--- config.mk ---
export PLATFORM = sky130hd
export DESIGN_NAME = multitap_effects_flat
export DESIGN_NICKNAME = d
export VERILOG_FILES = /design/src/rtl/multitap_pkg.sv /design/src/rtl/multitap_effects_if.sv /design/src/rtl/multitap_effects_sm_saturate.sv /design/src/rtl/multitap_effects.sv /design/src/flat_wrapper.sv
export SDC_FILE = /design/constraint.sdc
export NUM_CORES = 1
export LEC_CHECK = 0
export BUFFER_PORTS_ARGS = -buffer_cell sky130_fd_sc_hd__clkbuf_2
export CORE_MARGIN = 2
export CORE_UTILIZATION = 43
export DETAILED_ROUTE_END_ITERATION = 12
export PLACE_DENSITY = 0.66
export SKIP_LAST_GASP = 1
export SYNTH_ARGS = -nofsm -noshare
export SYNTH_HDL_FRONTEND = slang
export SYNTH_SLANG_ARGS = --single-unit
--- constraint.sdc ---
create_clock -name clk -period 19 [get_ports clk]
set_input_delay 1.9 -clock clk [delete_from_list [all_inputs] [get_ports clk]]
set_output_delay 1.9 -clock clk [all_outputs]
set_load 0.005 [all_outputs]
--- src/rtl/multitap_pkg.sv ---
// Shared types and sign-magnitude helpers for the multi-tap effects datapath.
// Helpers work on 32-bit containers so they serve any W below 31.
package multitap_pkg;

  typedef enum logic [2:0] {
    IDLE  = 3'd0,
    WRITE = 3'd1,
    TAP   = 3'd2,
    DRAIN = 3'd3,
    OUT   = 3'd4
  } state_t;

  // Two's-complement to sign-magnitude with the sign at bit w and the
  // magnitude clamped to 2^w-1; zero is always encoded positive.
  function automatic logic [31:0] to_sm(input logic signed [31:0] acc,
                                        input int unsigned w);
    logic [31:0] mag;
    logic [31:0] lim;
    lim = (32'd1 << w) - 32'd1;
    mag = acc[31] ? $unsigned(-acc) : $unsigned(acc);
    if (mag > lim) mag = lim;
    to_sm = mag;
    if (acc[31] && (mag != 32'd0)) to_sm = mag | (32'd1 << w);
  endfunction

  function automatic logic signed [31:0] from_sm(input logic [31:0] sm,
                                                 input int unsigned w);
    logic signed [31:0] mag;
    mag = $signed(sm & ((32'd1 << w) - 32'd1));
    from_sm = (((sm >> w) & 32'd1) != 32'd0) ? -mag : mag;
  endfunction

endpackage

--- src/rtl/multitap_effects_if.sv ---
// Sample/result handshake and external ring-buffer port bundle.
interface multitap_effects_if #(
  parameter int W  = 10,
  parameter int AW = 13
) ();
  logic          sample_valid;
  logic [W-1:0]  sample_voltage;
  logic          out_valid;
  logic [W:0]    out_voltage;
  logic [AW-1:0] mem_addr;
  logic          mem_we;
  logic [W:0]    mem_wdata;
  logic [W:0]    mem_rdata;

  modport slave (
    input  sample_valid, sample_voltage, mem_rdata,
    output out_valid, out_voltage, mem_addr, mem_we, mem_wdata
  );

  modport master (
    output sample_valid, sample_voltage, mem_rdata,
    input  out_valid, out_voltage, mem_addr, mem_we, mem_wdata
  );
endinterface

--- src/rtl/multitap_effects_sm_saturate.sv ---
// Combinational |acc| clamp to a threshold, emitting W+1-bit sign-magnitude.
module sm_saturate
  import multitap_pkg::*;
#(
  parameter int W    = 10,
  parameter int ACCW = 16
) (
  input  logic signed [ACCW-1:0] acc,
  input  logic        [W-1:0]    threshold,
  output logic        [W:0]      sm
);

  logic [31:0]  full;
  logic [W-1:0] mag;
  logic         unused_hi;

  assign full      = to_sm(32'(acc), W);
  assign mag       = (full[W-1:0] > threshold) ? threshold : full[W-1:0];
  // A clamp to a zero threshold must not leave a negative zero behind.
  assign sm        = {full[W] && (mag != '0), mag};
  assign unused_hi = ^full[31:W+1];

endmodule

--- src/rtl/multitap_effects.sv ---
// Offset-removal, ring-buffer write and NTAPS delayed-tap mix with an
// internal round sequencer; one sample in, one saturated result out.
module multitap_effects
  import multitap_pkg::*;
#(
  parameter int W     = 10,
  parameter int AW    = 13,
  parameter int NTAPS = 4,
  parameter int ACCW  = 16,
  parameter int BIAS  = 15
) (
  input  logic                  clk,
  input  logic                  reset_n,
  multitap_effects_if.slave     bus,
  input  logic [W-1:0]          offset,
  input  logic [NTAPS-1:0]      tap_en,
  input  logic [NTAPS*AW-1:0]   tap_delay,
  input  logic [NTAPS*3-1:0]    tap_shift,
  input  logic [W-1:0]          sat_threshold,
  output logic                  busy,
  output logic                  overrun
);

  localparam int KW = (NTAPS > 1) ? $clog2(NTAPS) : 1;

  state_t                 state_q, state_d;
  logic [KW-1:0]          k_q, k_d;
  logic [AW-1:0]          wr_ptr_q, wr_ptr_d;
  logic [AW-1:0]          mem_addr_q, mem_addr_d;
  logic                   mem_we_q, mem_we_d;
  logic [W:0]             mem_wdata_q, mem_wdata_d;
  logic                   out_valid_q, out_valid_d;
  logic [W:0]             out_voltage_q, out_voltage_d;
  logic                   busy_q, busy_d;
  logic                   overrun_q, overrun_d;
  logic signed [ACCW-1:0] acc_q, acc_d;

  logic [KW-1:0]          rd_idx, nxt_idx;
  logic [W-1:0]           rd_mag;
  logic signed [ACCW-1:0] rd_term, acc_tap, acc_new;
  logic [W:0]             wr_sm, out_sm;

  // Read data arriving now belongs to the tap addressed one cycle earlier;
  // in DRAIN the index has stopped advancing, so it already names the last tap.
  assign rd_idx  = (state_q == DRAIN) ? k_q : k_q - KW'(1);
  assign nxt_idx = k_q + KW'(1);
  assign rd_mag  = bus.mem_rdata[W-1:0] >> tap_shift[rd_idx*3 +: 3];
  assign rd_term = ACCW'(from_sm({{(31-W){1'b0}}, bus.mem_rdata[W], rd_mag}, W));
  assign acc_tap = tap_en[rd_idx] ? acc_q + rd_term : acc_q;
  assign acc_new = ACCW'($signed({1'b0, bus.sample_voltage}))
                 - ACCW'($signed({1'b0, offset}))
                 + ACCW'(BIAS);

  sm_saturate #(.W(W), .ACCW(ACCW)) u_wr_sat (
    .acc       (acc_new),
    .threshold ({W{1'b1}}),
    .sm        (wr_sm)
  );

  sm_saturate #(.W(W), .ACCW(ACCW)) u_out_sat (
    .acc       (acc_tap),
    .threshold (sat_threshold),
    .sm        (out_sm)
  );

  always_comb begin
    state_d       = state_q;
    k_d           = k_q;
    wr_ptr_d      = wr_ptr_q;
    mem_addr_d    = mem_addr_q;
    mem_we_d      = 1'b0;
    mem_wdata_d   = mem_wdata_q;
    out_valid_d   = 1'b0;
    out_voltage_d = out_voltage_q;
    acc_d         = acc_q;
    overrun_d     = overrun_q | (bus.sample_valid && (state_q != IDLE));

    case (state_q)
      IDLE: begin
        if (bus.sample_valid) begin
          acc_d       = acc_new;
          mem_we_d    = 1'b1;
          mem_addr_d  = wr_ptr_q;
          mem_wdata_d = wr_sm;
          state_d     = WRITE;
        end
      end
      WRITE: begin
        k_d        = '0;
        mem_addr_d = wr_ptr_q - tap_delay[0 +: AW];
        state_d    = TAP;
      end
      TAP: begin
        if (k_q != '0) acc_d = acc_tap;
        if (k_q == KW'(NTAPS - 1)) begin
          state_d = DRAIN;
        end else begin
          k_d        = nxt_idx;
          mem_addr_d = wr_ptr_q - tap_delay[nxt_idx*AW +: AW];
        end
      end
      DRAIN: begin
        acc_d         = acc_tap;
        wr_ptr_d      = wr_ptr_q + AW'(1);
        out_valid_d   = 1'b1;
        out_voltage_d = out_sm;
        state_d       = OUT;
      end
      OUT: begin
        state_d = IDLE;
      end
      default: begin
        state_d = IDLE;
      end
    endcase

    busy_d = (state_d != IDLE);
  end

  always_ff @(posedge clk or negedge reset_n) begin
    if (!reset_n) begin
      state_q       <= IDLE;
      k_q           <= '0;
      wr_ptr_q      <= '0;
      mem_addr_q    <= '0;
      mem_we_q      <= 1'b0;
      mem_wdata_q   <= '0;
      out_valid_q   <= 1'b0;
      out_voltage_q <= '0;
      busy_q        <= 1'b0;
      overrun_q     <= 1'b0;
      acc_q         <= '0;
    end else begin
      state_q       <= state_d;
      k_q           <= k_d;
      wr_ptr_q      <= wr_ptr_d;
      mem_addr_q    <= mem_addr_d;
      mem_we_q      <= mem_we_d;
      mem_wdata_q   <= mem_wdata_d;
      out_valid_q   <= out_valid_d;
      out_voltage_q <= out_voltage_d;
      busy_q        <= busy_d;
      overrun_q     <= overrun_d;
      acc_q         <= acc_d;
    end
  end

  assign bus.mem_addr    = mem_addr_q;
  assign bus.mem_we      = mem_we_q;
  assign bus.mem_wdata   = mem_wdata_q;
  assign bus.out_valid   = out_valid_q;
  assign bus.out_voltage = out_voltage_q;
  assign busy            = busy_q;
  assign overrun         = overrun_q;

endmodule

--- src/flat_wrapper.sv ---
// flat-port wrapper written by rule: the top's interface ports become plain ports
module multitap_effects_flat import multitap_pkg::*;
#(
  parameter int W     = 10,
  parameter int AW    = 13,
  parameter int NTAPS = 4,
  parameter int ACCW  = 16,
  parameter int BIAS  = 15
)
  (clk, reset_n, offset, tap_en, tap_delay, tap_shift, sat_threshold, busy, overrun, bus_sample_valid, bus_sample_voltage, bus_mem_rdata, bus_out_valid, bus_out_voltage, bus_mem_addr, bus_mem_we, bus_mem_wdata);
  multitap_effects_if #(.W(W), .AW(AW)) bus_i ();
  input  logic clk;
  input  logic reset_n;
  input  logic [W-1:0] offset;
  input  logic [NTAPS-1:0] tap_en;
  input  logic [NTAPS*AW-1:0] tap_delay;
  input  logic [NTAPS*3-1:0] tap_shift;
  input  logic [W-1:0] sat_threshold;
  output logic busy;
  output logic overrun;
  input wire logic [$bits(bus_i.sample_valid)-1:0] bus_sample_valid;
  input wire logic [$bits(bus_i.sample_voltage)-1:0] bus_sample_voltage;
  input wire logic [$bits(bus_i.mem_rdata)-1:0] bus_mem_rdata;
  output wire logic [$bits(bus_i.out_valid)-1:0] bus_out_valid;
  output wire logic [$bits(bus_i.out_voltage)-1:0] bus_out_voltage;
  output wire logic [$bits(bus_i.mem_addr)-1:0] bus_mem_addr;
  output wire logic [$bits(bus_i.mem_we)-1:0] bus_mem_we;
  output wire logic [$bits(bus_i.mem_wdata)-1:0] bus_mem_wdata;
  assign bus_i.sample_valid = bus_sample_valid;
  assign bus_i.sample_voltage = bus_sample_voltage;
  assign bus_i.mem_rdata = bus_mem_rdata;
  assign bus_out_valid = bus_i.out_valid;
  assign bus_out_voltage = bus_i.out_voltage;
  assign bus_mem_addr = bus_i.mem_addr;
  assign bus_mem_we = bus_i.mem_we;
  assign bus_mem_wdata = bus_i.mem_wdata;
  multitap_effects #(.W(W), .AW(AW), .NTAPS(NTAPS), .ACCW(ACCW), .BIAS(BIAS)) u_core (.clk(clk), .reset_n(reset_n), .bus(bus_i), .offset(offset), .tap_en(tap_en), .tap_delay(tap_delay), .tap_shift(tap_shift), .sat_threshold(sat_threshold), .busy(busy), .overrun(overrun));
endmodule
==> impl_metrics.env <==
export IMPL_dr_pass1_iters=5
export IMPL_synth_top_area_share_pct=22.7
export IMPL_hold_violations=0
export IMPL_synth_area_mux_share_pct=11.1
export IMPL_grt_pass1_vias=7373
export IMPL_clock_sinks=73
export IMPL_placed_cells=1383
export IMPL_clock_path_buffers=2
export IMPL_via_count=7882
export IMPL_fin_cells=1399
export IMPL_drt_wl_total_mm=21.7
export IMPL_grt_antenna_before_repair=0
export IMPL_dieWidth_um=141
export IMPL_gp_congestion=0.897
export IMPL_h_tree_depth=3
export IMPL_synth_seq_area_share_pct=22.7
export IMPL_crit_fanout=50
export IMPL_max_slew_margin_rel_pct=21.0
export IMPL_setup_worst_path_class="register to register"
export IMPL_synth_seq_cells=73
export IMPL_ys_types=74
export IMPL_synth_nets=1217
export IMPL_die_h_um=141
export IMPL_syn2layout_area_growth_pct=14.5
export IMPL_cts_resized=0
export IMPL_drt_initial_drc_count=567
export IMPL_crit_path_start_kind="register"
export IMPL_insertion_delay_ps=340
export IMPL_setup_viol=0
export IMPL_boundaryPins=151
export IMPL_grt_remaining_overflow=0
export IMPL_wl_per_cell_um=15.5
export IMPL_port_buffers=150
export IMPL_track_usage_pct=21.6
export IMPL_cts_root_buf="clkbuf_16"
export IMPL_cts_made_buffers=9
export IMPL_finalNetCount=1336
export IMPL_status="complete, no violations"
export IMPL_max_freq_mhz=98.1
export IMPL_drc=0
export IMPL_worst_ep_required_time_ps=19190
export IMPL_synth_compound_gate_area_share_pct=22.0
export IMPL_maxSlewViolCount=0
export IMPL_postSynthCellCount=1046
export IMPL_yosys_warnings=0
export IMPL_worst_pin_slew_ps=1180
export IMPL_clk_pin_slew_ps=60
export IMPL_synth_top_cell_by_area="dfrtp_1"
export IMPL_drv_cap=0
export IMPL_synth_edf_count=0
export IMPL_worstHoldPathType="register to register"
export IMPL_cp_data_arrival_time_ps=10390
export IMPL_skew_ps=12.2
export IMPL_grt_pass1_wl_mm=35.4
export IMPL_avgSynthCellArea_sq_um=7.68
export IMPL_reg2reg_slack_ps=8810
export IMPL_placementRows=49
export IMPL_start_util_pct=44.3
export IMPL_finalSetupTns_ps=0
export IMPL_yosys_top_cells_count="133 x nand2_1, 98 x nor2_1, 84 x o21ai_0"
export IMPL_hpwl_mm=16.9
export IMPL_rsz0062_at_grt="false"
export IMPL_viasPerCell=5.63
export IMPL_synth_simple_gate_area_share_pct=22.1
export IMPL_synth_top_family_by_area="simple AND/OR/NAND/NOR gates"
export IMPL_cts_hold_buf=0
export IMPL_cts_setup_buffers=0
export IMPL_fp_coreArea_sq_um=18100
export IMPL_ys_flop_type="dfrtp_1"
export IMPL_yosysMostFrequentCell="nand2_1"
export IMPL_fin_crit_sh_pct=53.6
export IMPL_dieArea_sq_um=19800
export IMPL_syn_area_sq_um=8040
export IMPL_period_minus_slack_ps=10190
export IMPL_drive_gt1_share_pct=18.3
export IMPL_antennaDiodeCount=0
export IMPL_ant_nets=0
export IMPL_end_kind="register"
export IMPL_slowest_stage="mux4_2"
export IMPL_synth_fa_ha_area_share_pct=9.47
export IMPL_synthArstFlopShare_pct=100
export IMPL_grt_max_degree=74
export IMPL_cpPeakStageDelay_ps=700
export IMPL_synth_area_top_cells="dfrtp_1 23%, ha_1 8.7%, mux2i_1 7.8%"
export IMPL_tritoncts="built"
export IMPL_synth_xor_area_share_pct=6.74
[final timing paths]
check	from	endpoint	cells past startpoint
worst min-delay path	u_core.bus.out_voltage[1]	u_core.bus.out_voltage[1]	2
max in group asynchronous	reset_n	u_core.bus.mem_we	1
worst max-delay path	u_core.k_q[0]	u_core.bus.out_voltage[10]	37
worst min register to register	u_core.bus.out_voltage[1]	u_core.bus.out_voltage[1]	2
worst max register to register	u_core.k_q[0]	u_core.bus.out_voltage[10]	37
min in group asynchronous	reset_n	u_core.bus.mem_addr[6]	1
[placed cells by master (no fill, tap or decap), types with 11 or more instances in the layout]
master	count
a21o_1	18
a21oi_1	65
a31oi_1	11
clkbuf_2	149
dfrtp_1	73
ha_1	55
inv_1	66
mux2_2	12
mux2i_1	63
nand2_1	133
nand3_1	25
nand3b_1	11
nand4_1	15
nor2_1	98
nor2b_1	11
nor3_1	28
o21a_1	11
o21ai_0	84
o221ai_1	11
xnor2_1	41
xor2_1	19
[kinds of logic (layout without fill, tap and decap cells)]
kind of cell,count (synthesis),in the layout
compound gates,278,278
xor+xnor,61,61
fa+ha+maj,59,59
buf+inv,117,241
flops,73,73
mux,81,81
simple gates,377,377
[registers in the layout, indices dropped and copies added, names as in the netlist]
signal,cells
u_core.acc_q,16
u_core.bus.mem_addr,13
u_core.bus.mem_wdata,11
u_core.bus.mem_we,1
u_core.bus.out_valid,1
u_core.bus.out_voltage,11
u_core.busy,1
u_core.k_q,2
u_core.overrun,1
u_core.state_q,3
u_core.wr_ptr_q,13
[worst max-delay path, delay by kind of cell (launching register included)]
kind / cells / cell delay [ps]
DFF: 1 / 630
AOI/OAI and AO/OA: 17 / 3550
adders and majority gates: 3 / 1130
and+or+nand+nor: 9 / 1730
buffers and inverters: 4 / 1670
muxes: 3 / 1150
xor gates and xnor gates: 1 / 160
[area by class of cell]
cell class,instances,area [sq um]
fillers,1796,8940
multi-input cells,856,5750
flip-flops and latches,73,1830
repair buffers,158,813
well taps,229,287
inverters,67,251
clock buffers,11,243
clock inverters,5,37.5
[metal layers]
layer / share of wire, % / GRT usage (%) / vias up
li1: - / - / 3987
met1: 48 / 29.7 / 3637
met2: 45 / 35.8 / 229
met3: 4.5 / 3.02 / 29
met4: 1.7 / 5.84 / 0
met5: 0 / 0 / -
[per-stage QoR]
stage / cell area, sq um / hold slack (ps) / util [%] / worst slack [ps]
floorplan: 8040 / 463 / - / 10350
global placement: 8920 / 460 / 49.2 / 9190
detailed placement: 8920 / 471 / 49.2 / 9020
CTS: 9200 / 487 / 50.7 / 9000
global route: 9200 / 517 / 50.7 / 8060
finish: 9200 / 483 / 50.7 / 8810
Power is left out: the tool's default activity adds up to more than one toggle a clock period on the data nets, which glitch-free logic cannot reach.
